`src/rtl/alu_control_sequencer.sv`:
```
// alu_control_sequencer: Moore control sequencer for the single-bus datapath.
// Steps T0..T7 per instruction (fetch T0-T2, execute T3+), HALT on halt/stop.
// Optional build macro MEM_WAIT_EN adds mem_ready and stretches memory steps.
module alu_control_sequencer #(
   parameter int unsigned IR_WIDTH = 32,
   parameter int unsigned OP_WIDTH = 5,
   parameter int unsigned LINK_REG = 15
) (
   input  logic                clk,
   input  logic                reset,
   input  logic [IR_WIDTH-1:0] ir,
   input  logic                con_ff,
   input  logic                stop,
`ifdef MEM_WAIT_EN
   input  logic                mem_ready,
`endif
   output logic [OP_WIDTH-1:0] alu_control,
   output logic                inc_pc,
   output logic                pc_out,
   output logic                pc_in,
   output logic                mar_in,
   output logic                mdr_in,
   output logic                mdr_out,
   output logic                ir_in,
   output logic                y_in,
   output logic                z_in,
   output logic                z_low_out,
   output logic                z_high_out,
   output logic                hi_in,
   output logic                lo_in,
   output logic                hi_out,
   output logic                lo_out,
   output logic                gra,
   output logic                grb,
   output logic                grc,
   output logic                r_in,
   output logic                r_out,
   output logic                ba_out,
   output logic                c_out,
   output logic                con_in,
   output logic                link_sel,
   output logic                read,
   output logic                write,
   output logic                in_port_out,
   output logic                out_port_in,
   output logic                run,
   output logic [3:0]          step
);

   typedef enum logic [3:0] {
      T0 = 4'd0, T1 = 4'd1, T2 = 4'd2, T3 = 4'd3,
      T4 = 4'd4, T5 = 4'd5, T6 = 4'd6, T7 = 4'd7,
      HALT = 4'd15
   } step_e;

   localparam logic [OP_WIDTH-1:0] OP_LD   = OP_WIDTH'(0);
   localparam logic [OP_WIDTH-1:0] OP_LDI  = OP_WIDTH'(1);
   localparam logic [OP_WIDTH-1:0] OP_ST   = OP_WIDTH'(2);
   localparam logic [OP_WIDTH-1:0] OP_ADD  = OP_WIDTH'(3);
   localparam logic [OP_WIDTH-1:0] OP_AND  = OP_WIDTH'(5);
   localparam logic [OP_WIDTH-1:0] OP_OR   = OP_WIDTH'(6);
   localparam logic [OP_WIDTH-1:0] OP_ROL  = OP_WIDTH'(11);
   localparam logic [OP_WIDTH-1:0] OP_ADDI = OP_WIDTH'(12);
   localparam logic [OP_WIDTH-1:0] OP_ANDI = OP_WIDTH'(13);
   localparam logic [OP_WIDTH-1:0] OP_ORI  = OP_WIDTH'(14);
   localparam logic [OP_WIDTH-1:0] OP_MUL  = OP_WIDTH'(15);
   localparam logic [OP_WIDTH-1:0] OP_DIV  = OP_WIDTH'(16);
   localparam logic [OP_WIDTH-1:0] OP_NEG  = OP_WIDTH'(17);
   localparam logic [OP_WIDTH-1:0] OP_NOT  = OP_WIDTH'(18);
   localparam logic [OP_WIDTH-1:0] OP_BR   = OP_WIDTH'(19);
   localparam logic [OP_WIDTH-1:0] OP_JR   = OP_WIDTH'(20);
   localparam logic [OP_WIDTH-1:0] OP_JAL  = OP_WIDTH'(21);
   localparam logic [OP_WIDTH-1:0] OP_IN   = OP_WIDTH'(22);
   localparam logic [OP_WIDTH-1:0] OP_OUT  = OP_WIDTH'(23);
   localparam logic [OP_WIDTH-1:0] OP_MFHI = OP_WIDTH'(24);
   localparam logic [OP_WIDTH-1:0] OP_MFLO = OP_WIDTH'(25);
   localparam logic [OP_WIDTH-1:0] OP_NOP  = OP_WIDTH'(26);
   localparam logic [OP_WIDTH-1:0] OP_HALT = OP_WIDTH'(27);

   // Link register index must fit the register-select field.
   if (LINK_REG >= 16) begin : g_link_reg_check
      $error("LINK_REG out of range");
   end

   step_e               step_q, step_d;
   logic [OP_WIDTH-1:0] op_q, op_d;
   logic [OP_WIDTH-1:0] op_ir;
   logic                mem_ok;
   logic                unused_inputs;

   // Branch outcome is resolved by the ALU; only the opcode field of ir is used here.
   assign unused_inputs = ^{con_ff, ir[IR_WIDTH-OP_WIDTH-1:0]};
   assign op_ir = ir[IR_WIDTH-1 -: OP_WIDTH];
`ifdef MEM_WAIT_EN
   assign mem_ok = mem_ready;
`else
   assign mem_ok = 1'b1;
`endif

   // Final execute step of each opcode class.
   function automatic step_e last_step(input logic [OP_WIDTH-1:0] op);
      case (op) inside
         [OP_ADD:OP_ORI], OP_LDI:  return T5;
         OP_MUL, OP_DIV, OP_BR:    return T6;
         OP_NEG, OP_NOT, OP_JAL:   return T4;
         OP_LD, OP_ST:             return T7;
         default:                  return T3;
      endcase
   endfunction

   // State register: step and the opcode latched at the end of T2.
   always_ff @(posedge clk) begin
      if (reset) begin
         step_q <= T0;
         op_q   <= '0;
      end else begin
         step_q <= step_d;
         op_q   <= op_d;
      end
   end

   // Next-state: advance one step per clock, memory steps may hold, stop diverts T0 entry.
   always_comb begin
      logic to_t0;
      step_d = step_q;
      op_d   = op_q;
      to_t0  = 1'b0;
      case (step_q)
         T0: step_d = T1;
         T1: if (mem_ok) step_d = T2;
         T2: begin
            op_d = op_ir;
            if (op_ir == OP_HALT)     step_d = HALT;
            else if (op_ir >= OP_NOP) to_t0  = 1'b1;
            else                      step_d = T3;
         end
         T3, T4, T5, T6, T7: begin
            if (((op_q == OP_LD && step_q == T6) || (op_q == OP_ST && step_q == T7)) && !mem_ok)
               step_d = step_q;
            else if (step_q == last_step(op_q))
               to_t0 = 1'b1;
            else
               step_d = step_e'(step_q + 4'd1);
         end
         HALT:    step_d = HALT;
         default: to_t0  = 1'b1;
      endcase
      if (to_t0) step_d = stop ? HALT : T0;
   end

   // Output decode from the state register; everything forced low during reset.
   always_comb begin
      alu_control = '0;
      {inc_pc, pc_out, pc_in, mar_in, mdr_in, mdr_out, ir_in, y_in, z_in} = '0;
      {z_low_out, z_high_out, hi_in, lo_in, hi_out, lo_out} = '0;
      {gra, grb, grc, r_in, r_out, ba_out, c_out, con_in, link_sel} = '0;
      {read, write, in_port_out, out_port_in, run} = '0;
      step = 4'd0;
      if (!reset) begin
         step = 4'(step_q);
         run  = (step_q != HALT);
         case (step_q)
            T0: {pc_out, mar_in, inc_pc, z_in} = '1;
            T1: {z_low_out, pc_in, read, mdr_in} = '1;
            T2: {mdr_out, ir_in} = '1;
            T3: case (op_q) inside
               [OP_ADD:OP_ORI]:      {grb, r_out, y_in} = '1;
               OP_MUL, OP_DIV:       {gra, r_out, y_in} = '1;
               OP_NEG, OP_NOT: begin {grb, r_out, z_in} = '1; alu_control = op_q; end
               OP_LD, OP_LDI, OP_ST: {grb, ba_out, y_in} = '1;
               OP_BR:                {gra, r_out, con_in} = '1;
               OP_JR:                {gra, r_out, pc_in} = '1;
               OP_JAL:               {pc_out, r_in, link_sel} = '1;
               OP_MFHI:              {hi_out, gra, r_in} = '1;
               OP_MFLO:              {lo_out, gra, r_in} = '1;
               OP_IN:                {in_port_out, gra, r_in} = '1;
               OP_OUT:               {gra, r_out, out_port_in} = '1;
               default: ;
            endcase
            T4: case (op_q) inside
               [OP_ADD:OP_ROL]: begin {grc, r_out, z_in} = '1; alu_control = op_q; end
               OP_ADDI:         begin {c_out, z_in} = '1; alu_control = OP_ADD; end
               OP_ANDI:         begin {c_out, z_in} = '1; alu_control = OP_AND; end
               OP_ORI:          begin {c_out, z_in} = '1; alu_control = OP_OR; end
               OP_MUL, OP_DIV:  begin {grb, r_out, z_in} = '1; alu_control = op_q; end
               OP_NEG, OP_NOT:        {z_low_out, gra, r_in} = '1;
               OP_LD, OP_LDI, OP_ST: begin {c_out, z_in} = '1; alu_control = OP_ADD; end
               OP_BR:                 {pc_out, y_in} = '1;
               OP_JAL:                {gra, r_out, pc_in} = '1;
               default: ;
            endcase
            T5: case (op_q) inside
               [OP_ADD:OP_ORI], OP_LDI: {z_low_out, gra, r_in} = '1;
               OP_MUL, OP_DIV:          {z_low_out, lo_in} = '1;
               OP_LD, OP_ST:            {z_low_out, mar_in} = '1;
               OP_BR: begin {c_out, z_in} = '1; alu_control = OP_BR; end
               default: ;
            endcase
            T6: case (op_q) inside
               OP_MUL, OP_DIV: {z_high_out, hi_in} = '1;
               OP_LD:          {read, mdr_in} = '1;
               OP_ST:          {gra, r_out, mdr_in} = '1;
               OP_BR:          {z_low_out, pc_in} = '1;
               default: ;
            endcase
            T7: case (op_q)
               OP_LD:   {mdr_out, gra, r_in} = '1;
               OP_ST:   write = 1'b1;
               default: ;
            endcase
            default: ;
         endcase
      end
   end

endmodule

```
`config.mk`:
```
export PLATFORM = sky130hd
export DESIGN_NAME = alu_control_sequencer
export DESIGN_NICKNAME = d
export VERILOG_FILES = /design/src/rtl/alu_control_sequencer.sv
export SDC_FILE = /design/constraint.sdc
export NUM_CORES = 1
export LEC_CHECK = 0
export CAP_MARGIN = 0
export CORE_MARGIN = 4
export CORE_UTILIZATION = 40
export CTS_BUF_LIST = sky130_fd_sc_hd__clkbuf_4
export DETAILED_ROUTE_END_ITERATION = 16
export HOLD_SLACK_MARGIN = 0.15
export PLACE_DENSITY_LB_ADDON = 0.15
export SYNTH_ARGS = -nofsm -noshare
export SYNTH_HDL_FRONTEND = slang
export SYNTH_SLANG_ARGS = --single-unit
```
`constraint.sdc`:
```
create_clock -name clk -period 2.6 [get_ports clk]
set_input_delay 0.26 -clock clk [delete_from_list [all_inputs] [get_ports clk]]
set_output_delay 0.26 -clock clk [all_outputs]
set_load 0.03 [all_outputs]
```
==> flow_metrics.py <==
metrics = {
    "grt": {
        "grt_overflow": 0,
        "grt_pass1_wl_mm": 8.87,
        "antenna_found_initial": 0,
        "grt_max_degree": 28,
        "first_global_vias": 1865,
        "grt_usage_pct": 21.0,
    },
    "detailed_routing": {
        "drt_wl_total_mm": 5.48,
        "drc": 0,
        "drtIter0Drc": 174,
        "routedWlPerCell_um": 16.1,
        "viasPerCell": 5.82,
        "first_pass_iters": 4,
        "vias": 1986,
        "antenna_left": 0,
    },
    "pwr": {
        "power.share.clock_pct": 6.9,
        "powerDensity_nw_per_um2": 786,
        "p_int_uw": 833,
        "finalPower_mw": 1.77,
        "p_sw_share_pct": 53.0,
        "leakage_nw": 0.987,
        "seq_power_share_pct": 16.5,
        "switching_power_uw": 938,
        "ir_worst_vdd_uv": 519,
        "p_comb_share_pct": 76.7,
    },
    "clock_tree": {
        "cts_max_path_buffers": 2,
        "cts_made_buffers": 3,
        "worstSkewPairLatency_ns": 0.27,
        "cts_tree": "yes",
        "root_buffer": "clkbuf_4",
        "clkSlewWorstSetupHoldPaths_ns": 0.06,
        "cts_max_level": 1,
        "ctsHoldBuffers": 0,
        "cts.sinks": 9,
    },
    "sta": {
        "slew_headroom_pct": 68.2,
        "finalSetupViolCount": 0,
        "period_share_pct": 95.2,
        "grt_setup_unrepaired": "no",
        "worst_pin_slew_ns": 0.476,
        "fin_worst_skew_ns": 0.00300,
        "fmax_ghz": 0.404,
        "maxSlewViolCount": 0,
        "fin_crit_ns": 2.47,
        "hold_viol_final": 0,
    },
    "synthesis": {
        "synth_nets": 276,
        "avgSynthCellArea_um2": 7.02,
        "synth-edff-count": 0,
        "syn_area_um2": 1660,
        "synth.area.top_cells": "dfxtp_1 (11%), nor2_1 (7.7%), a21oi_1 (5.4%)",
        "yosys_warnings": 0,
        "synthFlopType": "dfxtp_1",
        "synth.distinct_cells": 67,
        "synth_top_area_cell": "dfxtp_1",
        "yosys-top-cells-count": "nor2_1 (34), nand2_1 (23), a21oi_1 (18)",
        "synthArstFlopShare_pct": 0,
        "synth_seq_cells": 9,
        "yosysMostFrequentCell": "nor2_1",
        "syn_inst": 236,
        "synth_top_area_share_pct": 10.9,
        "ys_seq_area_share_pct": 10.9,
    },
    "worst_setup_path": {
        "crit_family": "compound AO/OA/AOI/OAI gates",
        "cp_data_required_time_ns": 2.34,
        "start_kind": "flip-flop",
        "setup.worst_path.class": "flip-flop to primary output",
        "cp_cell_sequence": "buf_4 -> a21oi_1 -> o21ai_0 -> a32oi_1 -> a2111oi_2 -> buf_4",
        "slowest_stage": "dfxtp_1",
        "crit_arrival_ns": 2.21,
        "path_buf_inv": 2,
        "cpMostUsedCell": "buf_4",
        "endpoint_kind": "primary output",
        "crit_fanout": 12,
        "cpPeakStageDelay_ns": 0.55,
    },
    "place": {
        "place_congestion": 0.956,
        "hpwl_mm": 4.35,
        "io_buffers": 45,
    },
    "die": {
        "fp.dieW_um": 72.4,
        "dieArea_um2": 5240,
        "num_rows": 23,
        "start_util_pct": 41.4,
        "die-height_um": 72.4,
        "ios": 74,
        "core-area_um2": 4000,
    },
    "status": {
        "status": "finished clean",
    },
    "layout": {
        "antennaDiodeCount": 0,
        "nets": 332,
        "final_core_util_pct": 56.3,
        "layout-drive-gt1-share_pct": 33.0,
        "area_growth_pct": 35.9,
    },
    "job": {
        "drv_cap": 0,
    },
    "min_path": {
        "hold_path.class": "flip-flop to flip-flop",
    },
}
-- cells by family after synthesis --
| group | share of synthesized area [%] |
|---|---|
| AOI/OAI and AO/OA | 35.9 |
| xor gates and xnor gates | 0.528 |
| adders and majority gates | 3.02 |
| buffers and inverters | 8.68 |
| DFF | 10.9 |
| muxes | 3.02 |
| and+or+nand+nor | 38.0 |
-- state kept, by name, summed over array words and instances (netlist names) --
signal,flops
step_q,4
op_q,5
-- layout make-up --
class	count	area, µm²
fill	407	1750
multi-input combinational	200	1370
timing repair buffer	72	584
sequential	9	188
tap	50	62.6
clock buffer	4	30.0
inverter	6	22.5
-- final timing paths --
kind / depth (start not counted) / endpoint / startpoint / slack, ns
max: 6 / r_in / op_q[0] / 0.13
min: 2 / op_q[1] / op_q[1] / 0.58
max reg2reg: 7 / step_q[0] / step_q[1] / 0.42
min reg2reg: 2 / op_q[1] / op_q[1] / 0.58
-- power by group through the flow --
stage	Sequential, mW	Combinational [mW]	Clock [mW]
after floorplan	0.216	0.991	0
after global placement	0.282	1.33	0
after detailed placement	0.284	1.34	0
after CTS	0.284	1.34	0.124
after global routing	0.306	1.48	0.132
final	0.292	1.36	0.122
-- per-layer routing --
layer,GRT usage (%),wire length (µm),up-vias
met5,0,0,-
li1,-,-,992
met3,2.35,226,11
met1,27.7,2530,929
met2,35.3,2630,54
met4,7.17,93,0
-- stage by stage --
stage                     instances  hold WS, ns  setup TNS [ns]  cell area, µm²  setup slack (ns)
after floorplan                 236        0.404          -0.129            1670            -0.129
after global placement          337        0.619               0            2190             0.212
after detailed placement        337        0.614               0            2190             0.203
after CTS                       341        0.630               0            2230            0.0138
after global routing            341        0.616               0            2250           0.00352
final                           341        0.585               0            2250             0.126
-- cells in the final DEF, fill, tap and decap left out, drive strengths merged, types with 3 or more instances in the layout --
cell	n
nand2b	4
or2	3
o21ai	10
nor2	34
nor3	5
a21o	5
a31oi	4
mux2i	5
o21a	4
clkbuf	4
and3b	4
a21oi	18
nand2	23
inv	6
nand3	4
o31ai	3
buf	60
nand3b	3
and2	4
clkdlybuf4s50	10
dfxtp	9
a32oi	3
nor2b	9
and3	8
ha	4
a2111oi	6
-- tightest hold or removal path, delay by kind of cell (launching register included) --
kind | cells | cell delay [ns]
mux | 1 | 0.14
flops | 1 | 0.36
simple gates | 1 | 0.05
-- what timing repair did --
item,CTS,global route
setup buffers,0,0
endpoints found under the setup margin,2,11
gates resized for setup,4,13
No activity file was read; power rests on OpenSTA's default activity.
